**src/rtl/pc_context_unit.sv**
```systemverilog
// Multi-context program-counter unit for the fetch stage.
// Round-robin selection of running contexts with per-context redirect, halt and start.
module pc_context_unit #(
    parameter int               WIDTH   = 32,
    parameter int               NUM_CTX = 4,
    parameter logic [WIDTH-1:0] PC_INIT = '0,
    parameter logic [WIDTH-1:0] PC_STEP = WIDTH'(4),
    localparam int              CW      = (NUM_CTX > 1) ? $clog2(NUM_CTX) : 1
) (
    input  logic               CLK,
    input  logic               nRST,
    input  logic               fetch_ready,
    output logic               fetch_valid,
    output logic [CW-1:0]      fetch_ctx,
    output logic [WIDTH-1:0]   fetch_pc,
    input  logic               redirect_en,
    input  logic [CW-1:0]      redirect_ctx,
    input  logic [WIDTH-1:0]   redirect_pc,
    input  logic               halt_en,
    input  logic [CW-1:0]      halt_ctx,
    input  logic               start_en,
    input  logic [CW-1:0]      start_ctx,
    input  logic [WIDTH-1:0]   start_pc,
    output logic [NUM_CTX-1:0] ctx_running,
    output logic               all_halted
);

    typedef enum logic [1:0] {
        IDLE   = 2'd0,
        RUN    = 2'd1,
        HALTED = 2'd2
    } ctx_state_t;

    ctx_state_t       st_q [NUM_CTX];
    logic [WIDTH-1:0] pc_q [NUM_CTX];
    logic [CW-1:0]    rr_q;

    logic [NUM_CTX-1:0] run_vec;
    logic [NUM_CTX-1:0] halt_hit;
    logic [NUM_CTX-1:0] redir_hit;
    logic [NUM_CTX-1:0] start_hit;
    logic [NUM_CTX-1:0] adv_hit;
    logic               sel_found;
    logic [CW-1:0]      sel_idx;
    logic               accept;
    logic [CW-1:0]      rr_next;

    // Decode which contexts are currently running
    always_comb begin
        run_vec = '0;
        for (int i = 0; i < NUM_CTX; i++) begin
            run_vec[i] = (st_q[i] == RUN);
        end
    end

    // First running context at or after rr, then wrap around below rr
    always_comb begin
        sel_found = 1'b0;
        sel_idx   = '0;
        for (int j = 0; j < NUM_CTX; j++) begin
            if (!sel_found && run_vec[j] && (j >= int'(rr_q))) begin
                sel_found = 1'b1;
                sel_idx   = CW'(j);
            end
        end
        for (int j = 0; j < NUM_CTX; j++) begin
            if (!sel_found && run_vec[j] && (j < int'(rr_q))) begin
                sel_found = 1'b1;
                sel_idx   = CW'(j);
            end
        end
    end

    assign accept  = sel_found & fetch_ready;
    assign rr_next = (int'(sel_idx) == NUM_CTX - 1) ? '0 : sel_idx + CW'(1);

    // Per-context command hits; out-of-range indices never match
    always_comb begin
        halt_hit  = '0;
        redir_hit = '0;
        start_hit = '0;
        adv_hit   = '0;
        for (int i = 0; i < NUM_CTX; i++) begin
            halt_hit[i]  = halt_en     && (int'(halt_ctx)     == i);
            redir_hit[i] = redirect_en && (int'(redirect_ctx) == i);
            start_hit[i] = start_en    && (int'(start_ctx)    == i);
            adv_hit[i]   = accept      && (int'(sel_idx)      == i);
        end
    end

    // Context state, PC and round-robin pointer update
    always_ff @(posedge CLK or negedge nRST) begin
        if (!nRST) begin
            for (int i = 0; i < NUM_CTX; i++) begin
                st_q[i] <= (i == 0) ? RUN : IDLE;
                pc_q[i] <= PC_INIT;
            end
            rr_q <= '0;
        end else begin
            if (accept) begin
                rr_q <= rr_next;
            end
            for (int i = 0; i < NUM_CTX; i++) begin
                unique case (st_q[i])
                    RUN: begin
                        if (halt_hit[i]) begin
                            st_q[i] <= HALTED;
                        end else if (redir_hit[i]) begin
                            pc_q[i] <= redirect_pc;
                        end else if (adv_hit[i]) begin
                            pc_q[i] <= pc_q[i] + PC_STEP;
                        end
                    end
                    IDLE, HALTED: begin
                        if (start_hit[i]) begin
                            st_q[i] <= RUN;
                            pc_q[i] <= start_pc;
                        end
                    end
                    default: begin
                        st_q[i] <= IDLE;
                    end
                endcase
            end
        end
    end

    assign fetch_valid = sel_found;
    assign fetch_ctx   = sel_idx;
    assign fetch_pc    = sel_found ? pc_q[sel_idx] : '0;
    assign ctx_running = run_vec;
    assign all_halted  = ~|run_vec;

endmodule

```
**config.mk**
```make
export PLATFORM = sky130hd
export DESIGN_NAME = pc_context_unit
export DESIGN_NICKNAME = d
export VERILOG_FILES = /design/src/rtl/pc_context_unit.sv
export SDC_FILE = /design/constraint.sdc
export NUM_CORES = 1
export LEC_CHECK = 0
export BUFFER_PORTS_ARGS = -buffer_cell sky130_fd_sc_hd__buf_4
export CORE_MARGIN = 3
export CORE_UTILIZATION = 26
export CTS_CLUSTER_SIZE = 25
export DETAILED_ROUTE_END_ITERATION = 16
export PLACE_DENSITY = 0.39
export SETUP_SLACK_MARGIN = 0.4
export SYNTH_ARGS = -nofsm -noshare
export SYNTH_HDL_FRONTEND = slang
export SYNTH_SLANG_ARGS = --single-unit
```
**constraint.sdc**
```tcl
create_clock -name CLK -period 3.32 [get_ports CLK]
set_clock_uncertainty 0.15 [all_clocks]
set_input_delay 0.664 -clock CLK [delete_from_list [all_inputs] [get_ports CLK]]
set_output_delay 0.664 -clock CLK [all_outputs]
set_load 0.005 [all_outputs]
```
==> impl_summary.txt, run 1 <==
----------------------------------------------------
[Status]
  Status ... completed

[Placement]
  Routability cong. ... 0.9295
  HPWL after detailed placement ... 44790 um
  Number of buffers added on ports ... 115

[Cells and area]
  Final #Nets ... 1639
  Register area ... 3456 um2
  Area of the multi-input gates ... 7635 um2
  Filler cell count in the final layout ... approximately 4600
  Fraction of layout instances using a drive strength above 1 ... 20.34%
  Layout Area Growth over Synthesis ... 28.20%
  End-of-flow core utilization ... around a third

[Synthesis]
  Netlist Area Pre-Place ... 11300 um2
  Synth unique cells ... 82
  Post-Synthesis Cells ... 1461
  Net count after synthesis ... 1545
  Fraction of synthesized cell area taken by the top area cell type ... 30.34%
  Most common cell in the synthesized netlist ... sky130_fd_sc_hd__o21ai_0
  Most instantiated cells after synthesis ... sky130_fd_sc_hd__o21ai_0, sky130_fd_sc_hd__dfrtp_1, sky130_fd_sc_hd__nand2_1
  Seq cells post-synth ... 138
  Share of the yosys chip area belonging to registers ... 30.57%
  Yosys top cell by area ... sky130_fd_sc_hd__dfrtp_1
  Mean instance size in the synthesized netlist ... 7.735 um2
  Most used DFF post-synth ... sky130_fd_sc_hd__dfrtp_1
  Number of warnings issued by yosys ... 0
  Post-synth EDFFs ... 0
  Area contributors post-synth ... sky130_fd_sc_hd__dfrtp_1, sky130_fd_sc_hd__mux2i_1, sky130_fd_sc_hd__o21ai_0
  Asr flop ratio synth ... 100.0%

[GRT]
  First-pass GRT wire length ... 87640 um
  Global-route met3 utilization ... around 4.2%
  Largest net degree at the start of global routing ... 56
  Initial antenna violation count ... 3
  Met1 track utilization from global routing ... 38.55%
  Via count of the first global-routing pass ... 11930
  Global routing usage on met2 ... 38.21%
  Total global routing track utilization ... roughly a quarter
  Overall overflow remaining after global route ... 0
  Layer with the highest usage ... met1

[CTS]
  Clock-pin slew reported for the worst setup and hold paths after clock tree synthesis ... 0.06 ns
  Clock latency on the worst-skew pair ... 0.46 ns
  CTS tree ... built
  Htree depth ... 4
  Cts bufs inserted ... 17
  TritonCTS sink count ... 138
  Root cell of the clock tree ... sky130_fd_sc_hd__clkbuf_16
  Clock Tree Buf Depth ... 2

[Power and ir drop]
  Switching Power ... 0.008752 W
  Share of power burned in registers ... 23.5%
  IR Drop Worst-Case VDD ... 0.4122 mV
  Total power per unit cell area ... approximately 1200 nW/um2
  Combinational power share ... 64.4%
  Leak Pwr ... 5.740 nW
  Cell internal power dissipation ... 0.009049 W
  Clock share of power ... 12.1%
  Switching portion of total power ... 49.17%

[Floorplan]
  Width of the die ... between 200 and 250 um
  Ports ... 116
  Row count ... 75
  Die height ... approximately 210 um
  Core Area ... 42420 um2
  Initial standard-cell utilization of the core ... 26.64%
  Die area ... roughly 46000 um2

[STA]
  Endpoints failing setup ... 0
  Highest attainable clock frequency ... between 0.3 and 0.4 GHz
  Pins over their slew limit ... 0
  Setup_tns ... 0 ns
  Final hold viol count ... 0
  Headroom to the max-slew limit ... 26.27%
  Crit share post-route ... 98.85%
  Clock period minus worst slack ... approximately 3.3 ns
  Unrepaired setup endpoints after global routing ... yes
  Transition at the pin with the smallest max-transition slack ... 1.106 ns

[Run]
  Max-cap violations ... 0

[Detailed routing]
  Pre-antenna DRT Iters ... 5
  Remaining DRCs ... 0
  Iter 0 DRT Violations ... between 1000 and 1500
  Via density ... approximately 5.9
  Per-cell routed wire length ... about 28 um
  Total wire length ... approximately 61000 um
  Antenna-violating nets left ... 0
  Via Count ... 12740

[Setup path]
  Maximum fanout along the worst path ... 8
  Worst-path cell with the longest stage delay ... sky130_fd_sc_hd__dfstp_2
  Critical path class ... reg -> out
  Kind of end point of the critical path ... output port
  Slowest cell delay on critical path ... 0.56 ns
  Crit path cell chain ... nand3b_1 > and3_4 > o22a_4 > buf_8 > mux2i_2 > o22ai_2 > buf_4
  Reg2reg setup slack ... 0.43 ns
  Worst Path Arrival ... 2.47 ns
  Worst endpoint required time ... around 2.5 ns
  Nature of the critical path startpoint ... flip-flop

[Min path]
  Hold Path Class ... in -> reg

----------------------------------------------------
## layout by cell type, fill, tap and decap left out, drive strengths merged, types with 6 or more instances in the layout
cell type	count
ha	8
o32a	7
nand2	124
o2111ai	6
a31oi	34
o22ai	50
o221ai	6
dfrtp	137
nand3	82
nor2b	15
nand3b	9
o31ai	10
a211oi	15
o31a	6
a31o	9
a21oi	101
nor3	40
o211ai	14
and4	21
and2	19
xnor2	25
xor2	15
nor2	94
clkinv	6
clkbuf	29
or3	7
o22a	19
o21ai	148
o2bb2ai	9
nand4	46
inv	36
and3	39
buf	193
mux2i	77
nor4	23
nand2b	8
## path summary, 6_finish.rpt
check	from	endpoint	cells past startpoint
min in group asynchronous	nRST	pc_q[24]$_DFFE_PN0P_	2
max in group asynchronous	nRST	pc_q[6]$_DFFE_PN0P_	3
min reg2reg	pc_q[97]$_DFFE_PN0P_	pc_q[97]$_DFFE_PN0P_	1
max	st_q[6]$_DFFE_PN1P_	fetch_pc[9]	7
min	start_pc[14]	pc_q[14]$_DFFE_PN0P_	3
max reg2reg	st_q[6]$_DFFE_PN1P_	pc_q[49]$_DFFE_PN0P_	10
## repair_timing
action | CTS | global route
hold buffers | 1 | 0
hold endpoints to repair | 2 | 0
endpoints found under the setup margin | 107 | 112
resized for setup | 81 | 25
buffers inserted | 14 | 3
pin swaps | 13 | 7
gates cloned | 7 | 5
## sequential cells by signal, summed over array words and instances (netlist names)
| name | flops |
|---|---|
| pc_q | 128 |
| st_q | 8 |
| rr_q | 2 |
## per-layer routing
metal	up-vias	part of all wire, %
met5	-	0
li1	5726	-
met1	6418	47
met3	50	7.0
met2	543	44
met4	0	2.0
## metrics by stage
step                cells  area [um2]  hold slack [ns]  total power [W]  setup WS (ns)
global route         2145       14490           0.3457          0.01874        0.01559
detailed placement   2083       12970           0.3330          0.01323         0.1229
CTS                  2137       14250           0.3393          0.01716        0.07692
floorplan            1461       11320           0.2184         0.009082         0.4198
finish               2146       14490           0.3608          0.01780        0.03805
global placement     2083       12970           0.3294          0.01319         0.1553
## kinds of logic after synthesis
group / after synthesis / synth area share (%)
AND/OR/NAND/NOR: 544 / 25.35
AO/OA/AOI/OAI: 483 / 27.06
buffers and inverters: 167 / 5.813
flip-flops: 138 / 30.57
multiplexers: 81 / 7.219
XOR/XNOR: 40 / 3.100
adder cells (fa/ha/maj): 8 / 0.8858
## worst max-delay path: cells and delay by family (launching register included)
family | cells | cell delay, ns
multiplexers | 1 | 0.15
AND/OR/NAND/NOR | 2 | 0.38
AO/OA/AOI/OAI | 2 | 0.58
buffers and inverters | 2 | 0.33
flip-flops | 1 | 0.56
## power groups by stage
stage / Clock (W) / Combinational (W) / Sequential (W)
after global routing: 0.00225 / 0.0122 / 0.00428
after detailed placement: 0 / 0.00915 / 0.00408
after floorplan: 0 / 0.00591 / 0.00318
after CTS: 0.00219 / 0.0109 / 0.00407
after global placement: 0 / 0.00911 / 0.00409
final: 0.00215 / 0.0115 / 0.00418
## cell type report
class,instances,share of cell area [%]
multi-input cells,1159,52.70
flip-flops and latches,138,23.85
repair buffers,201,13.17
well taps,577,4.983
clock buffers,24,3.325
inverters,38,0.9845
clock inverters,8,0.9673
diodes,1,0.01727
(Power assumes the default switching activity.)
==> run 2: changes to the inputs <==
==> constraint.sdc (replaced) <==
create_clock -name CLK -period 3.34 [get_ports CLK]
set_clock_uncertainty 0.15 [all_clocks]
set_input_delay 0.668 -clock CLK [delete_from_list [all_inputs] [get_ports CLK]]
set_output_delay 0.668 -clock CLK [all_outputs]
set_load 0.005 [all_outputs]
==> run 2 against run 1 <==
Effect of this change:
- the run now ends with hold timing left
- clock-buffer cell count is 5 lower
- final cell count grew 0.14%
- global-route usage is essentially flat
- critical endpoint is now fetch_pc[12]
- largest cell class unchanged
==> impl_summary.txt, run 2 (synthesized netlist as in run 1, its figures left out) <==
----------------------------------------------------
[Status]
  Status ... complete, but fails checks
  Violations in the final reports ... hold timing

[GRT]
  Total global routing track utilization ... roughly a quarter
  Largest net degree at the start of global routing ... 56
  Overall overflow remaining after global route ... 0
  Via count of the first global-routing pass ... 12090
  Initial antenna violation count ... 3
  First-pass GRT wire length ... between 80000 and 90000 um

[STA]
  Headroom to the max-slew limit ... 39.33%
  Pins over their slew limit ... 0
  Clock period minus worst slack ... 3.255 ns
  Setup_tns ... 0 ns
  Highest attainable clock frequency ... 0.3072 GHz
  Unrepaired setup endpoints after global routing ... yes
  Final hold viol count ... 1
  Crit share post-route ... 97.46%
  Endpoints failing setup ... 0
  Post-Route Hold Slack ... -0.001863 ns
  Transition at the pin with the smallest max-transition slack ... between 0.9 and 1 ns

[Run]
  Max-cap violations ... 0

[Detailed routing]
  Via Count ... 12620
  Via density ... 5.873
  Remaining DRCs ... 0
  Iter 0 DRT Violations ... roughly 1100
  Total wire length ... 60100 um
  Pre-antenna DRT Iters ... 5
  Per-cell routed wire length ... 27.97 um
  Antenna-violating nets left ... 0

[Cells and area]
  Most common cell after layout, fill and taps aside ... sky130_fd_sc_hd__buf_4
  Fraction of layout instances using a drive strength above 1 ... 20.88%
  Most frequent cells in the layout ... sky130_fd_sc_hd__buf_4, sky130_fd_sc_hd__o21ai_0, sky130_fd_sc_hd__dfrtp_1, sky130_fd_sc_hd__nand2_1, sky130_fd_sc_hd__a21oi_1
  Max reg flops ... 128
  Largest registers in the final layout ... pc_q (128), st_q (8), rr_q (2)
  Final #Nets ... 1642
  Register with the most flip-flops ... pc_q
  Non-filler instance count after layout ... 2149
  End-of-flow core utilization ... 33.90%
  Layout Area Growth over Synthesis ... 27.23%

[Power and ir drop]
  Share of power burned in registers ... 23.7%
  Cell internal power dissipation ... 0.008787 W
  Switching portion of total power ... approximately half
  IR Drop Worst-Case VDD ... roughly 0.54 mV
  Leak Pwr ... 5.661 nW
  Total power per unit cell area ... between 1000 and 1500 nW/um2
  Combinational power share ... 64.0%
  Clock share of power ... 12.2%
  Switching Power ... 0.008627 W

[Floorplan]
  Ports ... ~120
  Initial standard-cell utilization of the core ... between 20% and 30%
  Width of the die ... 214.5 um
  Die height ... 214.5 um
  Die area ... 46000 um2
  Row count ... 75
  Core Area ... 42420 um2

[Setup path]
  Worst R2R End ... pc_q[29]$_DFFE_PN0P_
  Worst Path Arrival ... 2.44 ns
  Maximum fanout along the worst path ... 6
  Critical path class ... reg -> out
  Worst Reg-to-Reg Cells ... 12
  Reg2reg setup slack ... 0.49 ns
  Reg-to-Reg Start ... st_q[6]$_DFFE_PN1P_
  Slowest cell delay on critical path ... approximately 0.57 ns
  Nature of the critical path startpoint ... flip-flop
  Worst endpoint required time ... about 2.5 ns
  Kind of end point of the critical path ... output port
  Crit path cell chain ... nand2b_4 > o21a_4 > o22a_4 > buf_6 > mux2i_1 > o22ai_2 > buf_4
  Worst-path cell with the longest stage delay ... sky130_fd_sc_hd__dfstp_2

[CTS]
  Clock latency on the worst-skew pair ... 0.47 ns
  Clock-pin slew reported for the worst setup and hold paths after clock tree synthesis ... 0.07 ns
  Clock Tree Buf Depth ... 2
  TritonCTS sink count ... 138
  Htree depth ... 4
  CTS tree ... built
  Cts bufs inserted ... 17
  Root cell of the clock tree ... sky130_fd_sc_hd__clkbuf_16

[Min path]
  Hold Path Class ... in -> async

[Placement]
  Number of buffers added on ports ... 115
  HPWL after detailed placement ... 45130 um
  Placed Instances ... 2092
  Routability cong. ... 0.9231

----------------------------------------------------
[run 2: critical path: cells and delay by family (launching register included)]
family | cells | cell delay [ns]
buf+inv | 2 | 0.32
simple gates | 1 | 0.08
flops | 1 | 0.57
compound gates | 3 | 0.86
mux | 1 | 0.12
[run 2: repair_timing]
item                       4_1_cts  5_1_grt
cloned                           4        1
resized for setup               78       33
hold buffers                     0        0
setup endpoints to repair       97      105
pin swaps                       10       12
buffers inserted                12        7
[run 2: cell type report]
class	instances	area, um2
clock inverters	13	175.2
repair buffers	204	1754
well taps	577	721.9
clock buffers	19	442.9
inverters	38	142.6
flip-flops and latches	138	3457
multi-input cells	1159	7681
fillers	4568	28040
diodes	1	2.502
[run 2: worst max path at each step]
stage	cells after the start	start	endpoint
floorplan	14	st_q[6]$_DFFE_PN1P_	pc_q[45]$_DFFE_PN0P_
global placement	7	rr_q[1]$_DFFE_PN0P_	fetch_pc[8]
detailed placement	8	st_q[3]$_DFFE_PN0P_	fetch_pc[8]
CTS	7	st_q[6]$_DFFE_PN1P_	fetch_pc[2]
global route	7	st_q[6]$_DFFE_PN1P_	fetch_pc[12]
finish	7	st_q[6]$_DFFE_PN1P_	fetch_pc[12]
[run 2: through the flow]
stage          worst slack (ns)  total power, W  area, um2
3_5_place_dp            0.08218         0.01315      12990
2_1_floorplan            0.4008        0.009017      11320
5_1_grt                 0.03668         0.01839      14380
4_1_cts                 0.09932         0.01676      14140
3_3_place_gp            0.08907         0.01316      12990
6_report                0.08488         0.01741      14380
[run 2: power by group through the flow]
stage          Clock [W]  Combinational (W)  Sequential [W]
6_report         0.00213             0.0111         0.00413
5_1_grt          0.00223             0.0120         0.00422
4_1_cts          0.00216             0.0106         0.00402
3_5_place_dp           0            0.00913         0.00402
3_3_place_gp           0            0.00911         0.00405
2_1_floorplan          0            0.00586         0.00316
[run 2: per-layer routing]
metal / vias to the layer above / track usage (%) / wire, um / part of all wire [%]
met5: - / 0 / 0 / 0
met2: 544 / 37.59 / 25720 / 43
li1: 5730 / - / - / -
met1: 6303 / 37.92 / 27890 / 46
met4: 0 / 5.766 / 1079 / 1.8
met3: 44 / 6.178 / 5407 / 9.0
